$ cat src/rtl/bmem_line_adapter.sv
// rtl/bmem_line_adapter.sv - I/D cache line arbiter and 256-bit to 4x64-bit burst converter (optional BMEM_PERF_CTR_EN counters)
module bmem_line_adapter #(
    parameter int DATA_W = 64,
    parameter int LINE_W = 256,
    parameter int ADDR_W = 32
) (
    input  logic              clk,
    input  logic              rst,
    input  logic [ADDR_W-1:0] icache_addr,
    input  logic              icache_read,
    output logic [LINE_W-1:0] icache_rdata,
    output logic              icache_resp,
    input  logic [ADDR_W-1:0] dcache_addr,
    input  logic              dcache_read,
    input  logic              dcache_write,
    input  logic [LINE_W-1:0] dcache_wdata,
    output logic [LINE_W-1:0] dcache_rdata,
    output logic              dcache_resp,
    output logic [ADDR_W-1:0] bmem_addr,
    output logic              bmem_read,
    output logic              bmem_write,
    output logic [DATA_W-1:0] bmem_wdata,
    input  logic [DATA_W-1:0] bmem_rdata,
    input  logic              bmem_resp
);

    localparam int BEATS = LINE_W / DATA_W;
    localparam int CNT_W = $clog2(BEATS);
    localparam int OFF_W = $clog2(LINE_W / 8);

    typedef enum logic [2:0] {
        IDLE    = 3'd0,
        RD_REQ  = 3'd1,
        RD_DATA = 3'd2,
        WR_DATA = 3'd3,
        DONE    = 3'd4
    } state_t;

    state_t            state;
    state_t            state_nxt;
    logic [CNT_W-1:0]  beat_cnt;
    logic              last_grant_i;   // 1: I-cache was granted last, 0: D-cache
    logic              grant_i;        // owner of the transfer in flight
    logic [DATA_W-1:0] beat_buf [BEATS];
    logic [LINE_W-1:0] rd_line;
    logic              i_req;
    logic              d_req;
    logic              take_i;
    logic              take_d;
    logic              last_beat;
    logic              unused_addr_bits;

    // Line offsets never reach the burst port.
    assign unused_addr_bits = ^{icache_addr[OFF_W-1:0], dcache_addr[OFF_W-1:0]};

    // Round-robin grant: a lone requester wins, otherwise whoever did not win last time.
    always_comb begin
        i_req     = icache_read;
        d_req     = dcache_read | dcache_write;
        take_i    = i_req & (~d_req | ~last_grant_i);
        take_d    = d_req & ~take_i;
        last_beat = (beat_cnt == CNT_W'(BEATS - 1));
    end

    // Completed line: buffered beats below, the arriving final beat on top.
    always_comb begin
        rd_line = '0;
        for (int k = 0; k < BEATS - 1; k++) begin
            rd_line[k*DATA_W +: DATA_W] = beat_buf[k];
        end
        rd_line[LINE_W-1 -: DATA_W] = bmem_rdata;
    end

    // State register.
    always_ff @(posedge clk) begin
        if (rst) begin
            state <= IDLE;
        end else begin
            state <= state_nxt;
        end
    end

    // Next-state and burst/response strobes; strobes derive from state only.
    always_comb begin
        state_nxt   = state;
        bmem_read   = 1'b0;
        bmem_write  = 1'b0;
        bmem_wdata  = '0;
        icache_resp = 1'b0;
        dcache_resp = 1'b0;
        case (state)
            IDLE: begin
                if (take_i) begin
                    state_nxt = RD_REQ;
                end else if (take_d) begin
                    state_nxt = dcache_write ? WR_DATA : RD_REQ;
                end
            end
            RD_REQ: begin
                bmem_read = 1'b1;
                state_nxt = RD_DATA;
            end
            RD_DATA: begin
                if (bmem_resp && last_beat) begin
                    state_nxt = DONE;
                end
            end
            WR_DATA: begin
                bmem_write = 1'b1;
                bmem_wdata = beat_buf[beat_cnt];
                if (last_beat) begin
                    state_nxt = DONE;
                end
            end
            DONE: begin
                icache_resp = grant_i;
                dcache_resp = ~grant_i;
                state_nxt   = IDLE;
            end
            default: state_nxt = IDLE;
        endcase
    end

    // Grant bookkeeping, address/writeback capture, beat collection and line delivery.
    always_ff @(posedge clk) begin
        if (rst) begin
            beat_cnt     <= '0;
            last_grant_i <= 1'b0;
            grant_i      <= 1'b0;
            bmem_addr    <= '0;
            icache_rdata <= '0;
            dcache_rdata <= '0;
            for (int k = 0; k < BEATS; k++) begin
                beat_buf[k] <= '0;
            end
        end else begin
            case (state)
                IDLE: begin
                    beat_cnt <= '0;
                    if (take_i || take_d) begin
                        grant_i      <= take_i;
                        last_grant_i <= take_i;
                        bmem_addr    <= take_i ? {icache_addr[ADDR_W-1:OFF_W], {OFF_W{1'b0}}}
                                               : {dcache_addr[ADDR_W-1:OFF_W], {OFF_W{1'b0}}};
                    end
                    // The writeback line is captured so an early request drop cannot corrupt it.
                    if (take_d && dcache_write) begin
                        for (int k = 0; k < BEATS; k++) begin
                            beat_buf[k] <= dcache_wdata[k*DATA_W +: DATA_W];
                        end
                    end
                end
                RD_DATA: begin
                    if (bmem_resp) begin
                        if (last_beat) begin
                            beat_cnt <= '0;
                            if (grant_i) begin
                                icache_rdata <= rd_line;
                            end else begin
                                dcache_rdata <= rd_line;
                            end
                        end else begin
                            beat_buf[beat_cnt] <= bmem_rdata;
                            beat_cnt           <= beat_cnt + 1'b1;
                        end
                    end
                end
                WR_DATA: begin
                    beat_cnt <= last_beat ? '0 : beat_cnt + 1'b1;
                end
                default: begin
                    beat_cnt <= beat_cnt;
                end
            endcase
        end
    end

`ifdef BMEM_PERF_CTR_EN
    logic [31:0] rd_burst_count;
    logic [31:0] wr_burst_count;
    logic [31:0] contention_count;

    function automatic logic [31:0] sat_inc(input logic [31:0] v);
        return (v == 32'hFFFF_FFFF) ? v : v + 32'd1;
    endfunction

    // Saturating burst and contention counters, sampled at grant time.
    always_ff @(posedge clk) begin
        if (rst) begin
            rd_burst_count   <= '0;
            wr_burst_count   <= '0;
            contention_count <= '0;
        end else if (state == IDLE) begin
            if (i_req && d_req) begin
                contention_count <= sat_inc(contention_count);
            end
            if (take_i || (take_d && !dcache_write)) begin
                rd_burst_count <= sat_inc(rd_burst_count);
            end
            if (take_d && dcache_write) begin
                wr_burst_count <= sat_inc(wr_burst_count);
            end
        end
    end
`else
    // Performance counters are not built.
`endif

    // A simultaneous D read and write is a client protocol error; the write is served.
    a_no_dcache_rw: assert property (@(posedge clk) disable iff (rst) !(dcache_read && dcache_write));

endmodule
$ cat config.mk
export PLATFORM = sky130hd
export DESIGN_NAME = bmem_line_adapter
export DESIGN_NICKNAME = d
export VERILOG_FILES = /design/src/rtl/bmem_line_adapter.sv
export SDC_FILE = /design/constraint.sdc
export NUM_CORES = 1
export LEC_CHECK = 0
export ABC_AREA = 1
export CORE_AREA = 2 2 394 396
export CTS_BUF_LIST = sky130_fd_sc_hd__clkbuf_16
export CTS_CLUSTER_DIAMETER = 50
export DETAILED_ROUTE_END_ITERATION = 16
export DIE_AREA = 0 0 396 398
export HOLD_SLACK_MARGIN = 0.03
export PLACE_DENSITY = 0.47
export SYNTH_ARGS = -nofsm -noshare
export SYNTH_HDL_FRONTEND = slang
export SYNTH_SLANG_ARGS = --single-unit
$ cat constraint.sdc
create_clock -name clk -period 12.21 [get_ports clk]
set_input_delay 1.8315 -clock clk [delete_from_list [all_inputs] [get_ports clk]]
set_output_delay 1.8315 -clock clk [all_outputs]
set_load 0.02 [all_outputs]
# Word level (Yosys, flattened, before mapping)
# Memory sizes are Yosys's and may differ from the RTL's. A register that Yosys moved wholly into a read port is not among the register bits.
# Cells that the tools add are included.
# Widths: inputs -> output; s select.
classes:
  add_sub_neg: 1
  n_eq_ne: 9
  n_mux: 35
  bitwise: 11
  reduce_logical: 11
op_table:
  columns: ["cell", "count"]
  rows:
  - ["$mux 64", 6]
  - ["$reduce_or 64->1", 1]
  - ["$mux 32", 1]
  - ["$mux 1", 16]
  - ["$mux 2", 6]
  - ["$mux 3", 4]
  - ["$pmux 3 s4", 1]
  - ["$reduce_and 4->1", 2]
  - ["$eq 3x2->1 const B", 2]
  - ["$ne 2x2->1 const B", 3]
  - ["$or 1x1->1", 6]
  - ["$pmux 2 s3", 1]
  - ["$reduce_and 2->1", 2]
  - ["$eq 3x1->1 const B", 1]
  - ["$eq 3x3->1 const B", 1]
  - ["$logic_not 3->1", 1]
  - ["$ne 3x3->1 const B", 1]
  - ["$not 1->1", 3]
  - ["$reduce_and 3->1", 1]
  - ["$reduce_bool 3->1", 1]
  - ["$add 2x1->2 const B", 1]
  - ["$and 1x1->1", 2]
  - ["$eq 2x2->1 const B", 1]
  - ["$logic_and 1x1->1", 2]
  - ["$logic_or 1x1->1", 1]
totals:
  register_bits: 550
  ramBits: 256
  in_bits: 390
  output_inout_bits: 612
  n_memories: 1
memory_table:
  columns: ["name", "depth", "word_bits", "rd", "rd_clocked_by_memory_dff", "wr", "line", "source"]
  rows:
  - ["beat_buf", 4, 64, 4, 1, 4, "44", "logic [DATA_W-1:0] beat_buf [BEATS];"]

# Depth between registers and ports, before layout
# Gate-level depths: netlist of the first run.
logic_depth:
  ltp_word: 13
  mapped_depth: 9
  depth_no_buf: 8

# Worst setup path after synthesis of the first run
# OpenSTA, ideal clock, no wires.
synth_timing:
  kind: "input port to flip-flop"
  start: "input dcache_write"
  end: "memory beat_buf[0][0] (enable)"
  setup_ns: 0.424
  arrival_time_ns: 5.318
  required_ns: 11.786
  path_slack_ns: 6.468
  cell_stages: 7
  path_cell_list: "o21ai_0 > nand2_1 > buf_2 > nand2_1 > nand2_1 > inv_1 > nand2_1"
synth_rtl:
  columns: ["item", "line", "source"]
  rows:
  - ["start: declaration", "15", "input logic dcache_write,"]
  - ["end: declaration", "44", null]

==> results of run 1 <==
cell type report:
cell class,count,area share (%)
Antenna cell,15,0.0766
Clock buffer,127,6.49
Clock inverter,101,1.80
Inverter,319,2.46
Multi-Input combinational cell,2643,24.9
Sequential cell,803,38.1
Tap cell,2044,5.22
Timing Repair Buffer,1033,21.0
flip-flops by register name, summed over array words and instances (netlist names), named ones only:
signal,flops
icache_rdata,256
state,3
beat_buf,256
beat_cnt,2
grant_i,1
bmem_addr,27
dcache_rdata,256
per-layer routing:
metal	routed length (microns)	GRT usage [%]	share of wire [%]
met5	64	0	0.036
met4	4930	6.96	2.8
met1	74000	27.3	41
met3	14200	5.67	7.9
met2	85200	35.8	48
synth_stat cells:
| library cell | n |
|---|---|
| buf_1 | 29 |
| clkbuf_1 | 91 |
| ha_1 | 4 |
| o21ai_0 | 165 |
| nand2_2 | 1 |
| conb_1 | 1 |
| buf_6 | 7 |
| o21ai_1 | 156 |
| nand3b_1 | 1 |
| nor2_1 | 329 |
| buf_4 | 33 |
| inv_2 | 5 |
| nor2_4 | 1 |
| nor2_2 | 3 |
| nand3_1 | 768 |
| inv_1 | 314 |
| nand2_1 | 600 |
| a21oi_1 | 607 |
| edfxtp_1 | 256 |
| dfxtp_1 | 547 |
| and2_1 | 1 |
| buf_2 | 206 |
| nor3_1 | 2 |
metrics by stage:
stage / worst slack, ns / utilization, % / power [mW]
after detailed placement: 6.20 / 29.3 / 5.16
after floorplan: 6.47 / - / 4.21
after global placement: 6.23 / 29.3 / 5.15
final: 6.27 / 32.0 / 8.58
after global routing: 5.97 / 32.0 / 8.93
after CTS: 6.07 / 31.9 / 8.68
worst max-delay path: stages, from the launching register on:
cell	delay, ns
dfxtp_4	0.49
inv_6	0.50
buf_4	0.69
o21ai_0	0.33
a21oi_1	0.24
clkdlybuf4s50_1	0.97
worst paths after layout:
kind / to / depth (start not counted)
worst max register to register: beat_buf[0][44] / 7
worst min-delay path: icache_rdata[123] / 2
worst max-delay path: bmem_wdata[63] / 5
worst min register to register: icache_rdata[123] / 2
power groups by stage:
stage / Clock, mW / Sequential (mW) / Combinational, mW
global route: 3.68 / 3.31 / 1.94
floorplan: 0 / 3.25 / 0.963
finish: 3.49 / 3.29 / 1.79
CTS: 3.58 / 3.30 / 1.81
global placement: 0 / 3.35 / 1.80
detailed placement: 0 / 3.35 / 1.81
logic make-up after synthesis:
| group | after synthesis | synth area share (%) |
|---|---|---|
| AOI/OAI and AO/OA | 928 | 13.8 |
| adders and majority gates | 4 | 0.148 |
| buffers and inverters | 685 | 8.91 |
| DFF | 803 | 55.3 |
| other | 1 | 0.0111 |
| and+or+nand+nor | 1706 | 21.9 |
==> out/qor.yml, run 1 <==
area_growth_pct: 45.3
clk_path_buf_depth: 3
final_net_count: 5313
most_common_cell_after_layout_fill_and_taps_aside: "clkdlybuf4s50_1"
rsz0062_at_grt: "no"
stdcell_count: 7085
timing.reg2reg.setup_slack_ns: 7.66
layout-drive-gt1-share_pct: 5.27
grt_use_total_pct: 21.6
final-max-slew-violation-count: 0
whs_ns: 0.458
type_of_the_worst_min_delay_path: "reg2reg"
internal_power_mw: 5.55
setup_total_negative_slack_ns: 0
hp-start: "icache_rdata[123]"
finClkSkew_ns: 0.0575
endpoint_kind: "primary output"
layout_min_cycle_time_ns: 5.94
stdcell_area_sq_um: 49000
post_detailed_placement_cell_area_sq_um: 44900
ioPinCount: 1002
power.share.clock_pct: 40.7
layout_common_cells: "985 x clkdlybuf4s50_1, 767 x nand3_1, 607 x a21oi_1, 594 x nand2_1, 545 x dfxtp_1"
cp-start-kind: "flop"
synth_warnings: 0
power_frac_comb_pct: 20.9
layout.filler_cells: 16300
dp.cells: 6842
hold_viol: 0
1st_pass_router_iterations: 5
vias_per_cell: 4.70
clock_tree.htree_level_count: 3
numPortBuffers: 986
relative_slew_slack_pct: 14.9
cts.clk_slew.worst_paths_ns: 0.06
timing_worst_setup_path_type: "reg2out"
tritoncts: "built"
die_area_sq_um: 158000
synth.largest_area_cell: "dfxtp_1"
worst_ir_drop_vdd_v: 0.000157
multi_input_comb_area_sq_um: 12200
routabilityCongestion: 0.833
post-cts-setup-buffers: 0
number_of_remaining_drc_errors: 0
grt.overflow.total: 0
cts_root_buf: "clkbuf_16"
required_time_at_the_worst_slack_endpoint_ns: 10.38
timing.critical_path.arrival_ns: 4.11
synthTopCellsByArea: "dfxtp_1 32%, edfxtp_1 23%, nand3_1 11%"
worst_skew_pair.late_latency_ns: 0.76
grt_pass1_wl_mm: 247
finalSetupViolations: 0
cts_buffers: 119
floorplan.initialDensity_pct: 22.0
cts_hold_repair.buffers: 0
synth.ff_latch_count: 803
run_status: "completed"
vias: 33300
post_synth.cell_area_avg_sq_um: 8.17
die_w_microns: 396
power_switching_share_pct: 35.2
layout_worst_path_cycle_share_pct: 48.7
post_synthesis_cells: 4127
row_count: 144
net-switching-power_mw: 3.02
static-leakage-power_nw: 17.2
grt_antenna_before_repair: 32
sequential_share_of_the_synthesized_area_pct: 55.3
routed_wl_mm: 178
die_y_microns: 398
synth.top_cell.area_share_pct: 32.5
worst_margin_slew_ns: 1.28
regToRegStartpoint: "state[1]"
dpl.hpwl_mm: 120
tritoncts_num_sinks: 803
antenna_violating_nets_post_route: 0
critical_path_peak_fanout: 68
cap_viol_max_count: 0
post_cts_resize_count: 0
drt-wirelength-per-cell_microns: 25.2
synth.distinct_cells: 23
power_frac_seq_pct: 38.4
power_per_cell_area_nw_per_um2: 175
netlist_area_sq_um: 33700
detail_route.iter0.violations: 2661
max_clock_freq_ghz: 0.168
core_sq_um: 153000
grt_pass1_vias: 32000
largest_net_degree_at_the_start_of_global_routing: 210
seqCellArea_sq_um: 18600
(Power assumes the default switching activity.)
==> run 2: changes to the inputs <==
Clock period 12.21 ns to 5.5 ns, I/O delays scaled along.
==> run 2 against run 1 <==
Effect of this change:
- total power increased by 120%
- first-iteration DRC count is 2.3% higher
- flip-flop and latch count is the same
- core utilization is 0.063 points higher
- critical path depth is the same
- non-clock buffer count up 15
- sequential power grew 120%
- via count about the same
- largest cell class unchanged
==> out/qor.yml, run 2 (synthesis gave the netlist of run 1 again) <==
run_status: "completed"
vias_per_cell: 4.69  # -0.35%
drt-wirelength-per-cell_microns: 24.9  # -1.2%
timing.reg2reg.setup_slack_ns: 1.99  # -5.67 ns
worst_ir_drop_vdd_v: 0.000267  # +70%
vias: 33300  # -0.093%
ioPinCount: 1002  # unchanged
relative_slew_slack_pct: 22.9  # +8.1 points
worst_skew_pair.late_latency_ns: 0.74  # -0.02 ns
area_growth_pct: 45.5
antenna_violating_nets_post_route: 0  # unchanged
internal_power_mw: 12.1  # +120%
grt_pass1_vias: 32200  # +0.71%
post_cts_resize_count: 0  # unchanged
cts_hold_repair.buffers: 0  # unchanged
tritoncts_num_sinks: 803  # unchanged
top_regs: "beat_buf (256), dcache_rdata (256), icache_rdata (256)"
routed_wl_mm: 177  # -0.90%
final-max-slew-violation-count: 0  # unchanged
required_time_at_the_worst_slack_endpoint_ns: 4.68  # -5.70 ns
floorplan.initialDensity_pct: 22.0  # unchanged
tritoncts: "built"
power_frac_seq_pct: 38.8  # +0.4 points
rsz0062_at_grt: "no"
static-leakage-power_nw: 17.3  # +0.44%
timing.critical_path.arrival_ns: 3.72  # -0.39 ns
final_net_count: 5328  # +0.28%
critical-path-max-stage-delay_ns: 0.74  # -0.23 ns
grt_antenna_before_repair: 32  # unchanged
most_common_cell_after_layout_fill_and_taps_aside: "clkdlybuf4s50_1"
power.share.clock_pct: 39.5  # -1.2 points
detail_route.iter0.violations: 2722  # +2.3%
die_y_microns: 398  # unchanged
grt_use_total_pct: 21.4  # -0.26 points
numPortBuffers: 986  # unchanged
power_switching_share_pct: 35.2  # about the same
row_count: 144  # unchanged
cts.clk_slew.worst_paths_ns: 0.05  # about the same
setup_total_negative_slack_ns: 0  # unchanged
dpl.hpwl_mm: 120  # +0.55%
critPathSlowestCell: "dfxtp_4"
layout-drive-gt1-share_pct: 5.38  # +0.10 points
critical_path_buf_inv_count: 3  # unchanged
cts_root_buf: "clkbuf_16"
worst_path_dominant_cell_family: "buffers and inverters"
endpoint_kind: "primary output"
worstPathCellList: "inv_6, buf_4, o21ai_0, a21oi_1, clkdlybuf4s50_1"
net-switching-power_mw: 6.60  # +120%
clock_tree.htree_level_count: 3  # unchanged
number_of_remaining_drc_errors: 0  # unchanged
1st_pass_router_iterations: 5  # unchanged
core_sq_um: 153000  # unchanged
finClkSkew_ns: 0.0446  # -0.0128 ns
place_ws_ns: 1.55  # -4.65 ns
layout_min_cycle_time_ns: 4.54
die_area_sq_um: 158000  # unchanged
layout_worst_path_cycle_share_pct: 82.6
max_clock_freq_ghz: 0.220
power_per_cell_area_nw_per_um2: 382  # +120%
cts_buffers: 119  # unchanged
largest_net_degree_at_the_start_of_global_routing: 160  # -24%
grt.overflow.total: 0  # unchanged
cp-start-kind: "flop"
cap_viol_max_count: 0  # unchanged
routabilityCongestion: 0.838  # +0.65%
grt_pass1_wl_mm: 246  # -0.60%
worst_slack_ns: 0.958  # -5.31 ns
timing_worst_setup_path_type: "reg2out"
die_w_microns: 396  # unchanged
power_frac_comb_pct: 21.6  # +0.7 points
worst_margin_slew_ns: 1.16  # -0.121 ns
finalSetupViolations: 0  # unchanged
type_of_the_worst_min_delay_path: "reg2reg"
layout_common_cells: "985 x clkdlybuf4s50_1, 767 x nand3_1, 607 x a21oi_1, 594 x nand2_1, 545 x dfxtp_1"
post-cts-setup-buffers: 0  # unchanged
hold_viol: 0  # unchanged
critical_path_peak_fanout: 78  # +15%
clk_path_buf_depth: 3  # unchanged
[run 2: changes by cell type in the layout (fill, tap and decap cells not counted), sizes merged]
cell / before / now
clkinv: 43 / 52
clkbuf: 127 / 121
bufinv: 6 / 5
diode: 15 / 19
clkinvlp: 6 / 3
buf: 48 / 63
[run 2: worst reg2reg max path: stages, from the launching register on]
cell and delay, ns:
dfxtp_1 0.32, inv_2 0.07, nand2_2 0.09, nor2_4 0.60
nand3_1 0.81, nand2_4 0.90, buf_4 0.43
[run 2: worst paths after layout]
kind | startpoint | endpoint | depth (start not counted)
worst max-delay path | flop | bmem_wdata[48] | 5
worst min-delay path | dcache_rdata[145] | dcache_rdata[145] | 2
worst max register to register | state[2] | beat_buf[0][43] | 6
worst min register to register | dcache_rdata[145] | dcache_rdata[145] | 2
[run 2: power by group through the flow]
stage,logic [mW],registers (mW),clock network (mW)
2_1_floorplan,2.14,7.22,0
3_3_place_gp,4.08,7.41,0
3_5_place_dp,4.08,7.42,0
4_1_cts,4.09,7.29,7.58
5_1_grt,4.38,7.33,7.80
6_report,4.05,7.28,7.41
[run 2: final cells by class]
| cell class | instances | area, sq um |
|---|---|---|
| tap | 2044 | 2560 |
| fill | 16300 | 104000 |
| sequential | 803 | 18600 |
| multi-input combinational | 2643 | 12200 |
| inverter | 319 | 1210 |
| clock buffer | 121 | 3030 |
| timing repair buffer | 1048 | 10600 |
| antenna | 19 | 47.5 |
| clock inverter | 106 | 842 |
[run 2: metal layers]
layer	vias to the layer above	share of wire, %	global-route usage (%)
li1	15500	-	-
met1	16300	42	27.3
met2	1284	47	34.6
met3	241	7.6	5.80
met4	14	3.1	7.23
met5	-	0.050	0
[run 2: per-stage QoR]
step	hold slack, ns	instances	area, sq um	utilization [%]	power (mW)
floorplan	0.485	4131	33700	-	9.35
global placement	0.447	6857	45200	29.5	11.5
detailed placement	0.452	6857	45200	29.5	11.5
CTS	0.444	7084	49000	32.0	19.0
global route	0.472	7099	49100	32.0	19.5
finish	0.458	7103	49100	32.0	18.7
==> run 3: changes to the inputs <==
Settings changed: CORE_AREA 2 2 394 396 to 2 2 391 393, DIE_AREA 0 0 396 398 to 0 0 393 395, PLACE_DENSITY 0.47 to 0.49.
Clock period 5.5 ns to 4 ns, I/O delays scaled along.
==> run 3 against run 2 <==
Effect of this change:
- count of clock-buffer cells in the layout rose by 1
- cell count about the same
- core utilization grew 0.72 points
- total power is 39% higher
- die area down 1.5%
- setup slack got worse by 0.82 ns
- routed wire length up 0.52%
- via count is 0.87% higher
- hold slack got worse by 0.081 ns
- critical path type unchanged
==> out/qor.yml, run 3 (synthesis gave the netlist of run 1 again) <==
timing_worst_setup_path_type: "reg2out"
die_y_microns: 395  # -0.75%
type_of_the_worst_min_delay_path: "in2reg"
route.layer.met1.wl_mm: 70.6  # -5.8%
grt_pass1_vias: 32200  # +0.15%
grt_pass1_wl_mm: 247  # +0.51%
rr_endpoint: "beat_buf[0][49]"
layout_min_cycle_time_ns: 3.86
power_switching_share_pct: 35.1  # -0.11 points
max_clock_freq_ghz: 0.259
regToRegStartpoint: "state[1]"
power_frac_seq_pct: 38.3  # -0.5 points
top_regs: "beat_buf (256), dcache_rdata (256), icache_rdata (256)"
ioPinCount: 1002  # unchanged
critical-path-max-stage-delay_ns: 0.77  # +0.03 ns
vias: 33600  # +0.87%
post-cts-setup-buffers: 0  # unchanged
worst_ir_drop_vdd_v: 0.000411  # +54%
drt-wirelength-per-cell_microns: 25.0  # +0.44%
worst_margin_slew_ns: 1.11  # -0.0511 ns
floorplan.initialDensity_pct: 22.3  # +0.31 points
required_time_at_the_worst_slack_endpoint_ns: 3.40  # -1.28 ns
relative_slew_slack_pct: 26.3  # +3.4 points
1st_pass_router_iterations: 5  # unchanged
hold-path-cell-count: 2  # unchanged
net-switching-power_mw: 9.16  # +39%
grt_use_total_pct: 22.0  # +0.61 points
static-leakage-power_nw: 17.4  # +1.0%
maxUsedRoutingLayer: "met5"
final_net_count: 5351  # +0.43%
most_common_cell_after_layout_fill_and_taps_aside: "clkdlybuf4s50_1"
layout_worst_path_cycle_share_pct: 96.5
layout.filler_cells: 15900  # -2.3%
cap_viol_max_count: 0  # unchanged
whs_ns: 0.377  # -0.0808 ns
rsz0062_at_grt: "no"
core_sq_um: 151000  # -1.4%
endpoint_kind: "primary output"
cts.clk_slew.worst_paths_ns: 0.06  # about the same
run_status: "completed"
routabilityCongestion: 0.875  # +4.3%
area_growth_pct: 46.8
layout_common_cells: "984 x clkdlybuf4s50_1, 767 x nand3_1, 607 x a21oi_1, 594 x nand2_1, 545 x dfxtp_1"
clk_path_buf_depth: 3  # unchanged
power_per_cell_area_nw_per_um2: 527  # +38%
finClkSkew_ns: 0.0598  # +0.0152 ns
min_to: "icache_rdata[16]"
die_area_sq_um: 155000  # -1.5%
internal_power_mw: 16.9  # +39%
grt.overflow.total: 0  # unchanged
met3WireLength_mm: 17.8  # +32%
cts_root_buf: "clkbuf_16"
tritoncts_num_sinks: 803  # unchanged
routed_wl_mm: 178  # +0.52%
critPathSlowestCell: "clkdlybuf4s50_1"
detail_route.iter0.violations: 3078  # +13%
critical_path_peak_fanout: 49  # -37%
layout-drive-gt1-share_pct: 5.85  # +0.47 points
largest_net_degree_at_the_start_of_global_routing: 159  # -0.63%
grt_antenna_before_repair: 33  # +3.1%
cts_hold_repair.buffers: 0  # unchanged
hp-start: "rst"
final-max-slew-violation-count: 0  # unchanged
cp-start-kind: "flop"
tritoncts: "built"
rr_worst_depth: 6  # unchanged
hold_viol: 0  # unchanged
antenna_violating_nets_post_route: 0  # unchanged
routed-wl-met2_mm: 83.2  # +0.58%
timing.reg2reg.setup_slack_ns: 1.36  # -0.63 ns
vias_per_cell: 4.72  # +0.78%
cts_buffers: 118  # -0.84%
number_of_remaining_drc_errors: 0  # unchanged
finalPower_mw: 26.1  # +39%
dpl.hpwl_mm: 124  # +2.5%
finalSetupViolations: 0  # unchanged
power_frac_comb_pct: 21.9  # +0.3 points
layout.core_utilization_pct: 32.7  # +0.72 points
clock_tree.htree_level_count: 3  # unchanged
worstPathCellList: "nand2_2, nor2_1, inv_4, a21oi_1, clkdlybuf4s50_1"
post_cts_resize_count: 0  # unchanged
timing.critical_path.arrival_ns: 3.26  # -0.46 ns
die_w_microns: 393  # -0.76%
numPortBuffers: 986  # unchanged
power.share.clock_pct: 39.8  # +0.3 points
row_count: 143  # -0.69%
worst_skew_pair.late_latency_ns: 0.75  # about the same
multi_input_comb_area_sq_um: 12200  # unchanged
seqCellArea_sq_um: 18600  # unchanged
-- run 3: changes by cell type in the layout (fill, tap and decap cells not counted), moves of 2 or more --
cell	delta
buf_12	+17
buf_4	+8
clkinv_1	+6
clkinv_2	-9
clkinvlp_4	+2
inv_1	-9
inv_4	+3
inv_8	+6
-- run 3: how the worst max path moves through the flow --
stage / startpoint / to / slack [ns] / depth (start not counted)
finish: state[1] / bmem_wdata[54] / 0.14 / 5
CTS: state[1] / bmem_wdata[54] / 0.14 / 5
detailed placement: dcache_write / beat_buf[2][63] / 0.74 / 7
global route: state[1] / bmem_wdata[54] / 0.006 / 5
floorplan: dcache_write / beat_buf[0][0] / -0.51 / 7
global placement: dcache_write / beat_buf[2][63] / 0.79 / 7
-- run 3: per-layer routing --
layer,vias to the layer above,global-route usage [%]
li1,15500,-
met1,16300,26.8
met2,1416,35.6
met3,272,7.35
met4,16,8.22
met5,-,0
-- run 3: area by class of cell --
cell class                 instances  area share (%)
sequential                       803            37.7
clock buffer                     122            6.17
inverter                         319            2.44
clock inverter                   102            1.72
timing repair buffer            1072            22.1
multi-input combinational       2643            24.7
antenna                           18          0.0910
tap                             2030            5.13
-- run 3: stage by stage --
stage	cell area [sq um]	TNS (ns)	worst slack (ns)	instances
2_1_floorplan	33700	-98.08	-0.511	4131
3_3_place_gp	45600	0	0.788	6867
3_5_place_dp	45600	0	0.741	6867
4_1_cts	49500	0	0.140	7091
5_1_grt	49500	0	0.00588	7102
6_report	49500	0	0.142	7109
-- run 3: power groups by stage --
| stage | Clock [mW] | Sequential [mW] | Combinational (mW) |
|---|---|---|---|
| 3_3_place_gp | 0 | 10.2 | 5.72 |
| 5_1_grt | 10.9 | 10.0 | 6.12 |
| 4_1_cts | 10.6 | 9.99 | 5.74 |
| 6_report | 10.4 | 9.99 | 5.72 |
| 3_5_place_dp | 0 | 10.2 | 5.72 |
| 2_1_floorplan | 0 | 9.92 | 2.94 |
-- run 3: worst max-delay path, delay by kind of cell (launching register included) --
kind,cells,cell delay [ns]
AND/OR/NAND/NOR,2,0.39
buffers and inverters,2,1.15
AO/OA/AOI/OAI,1,0.52
flip-flops,1,0.37
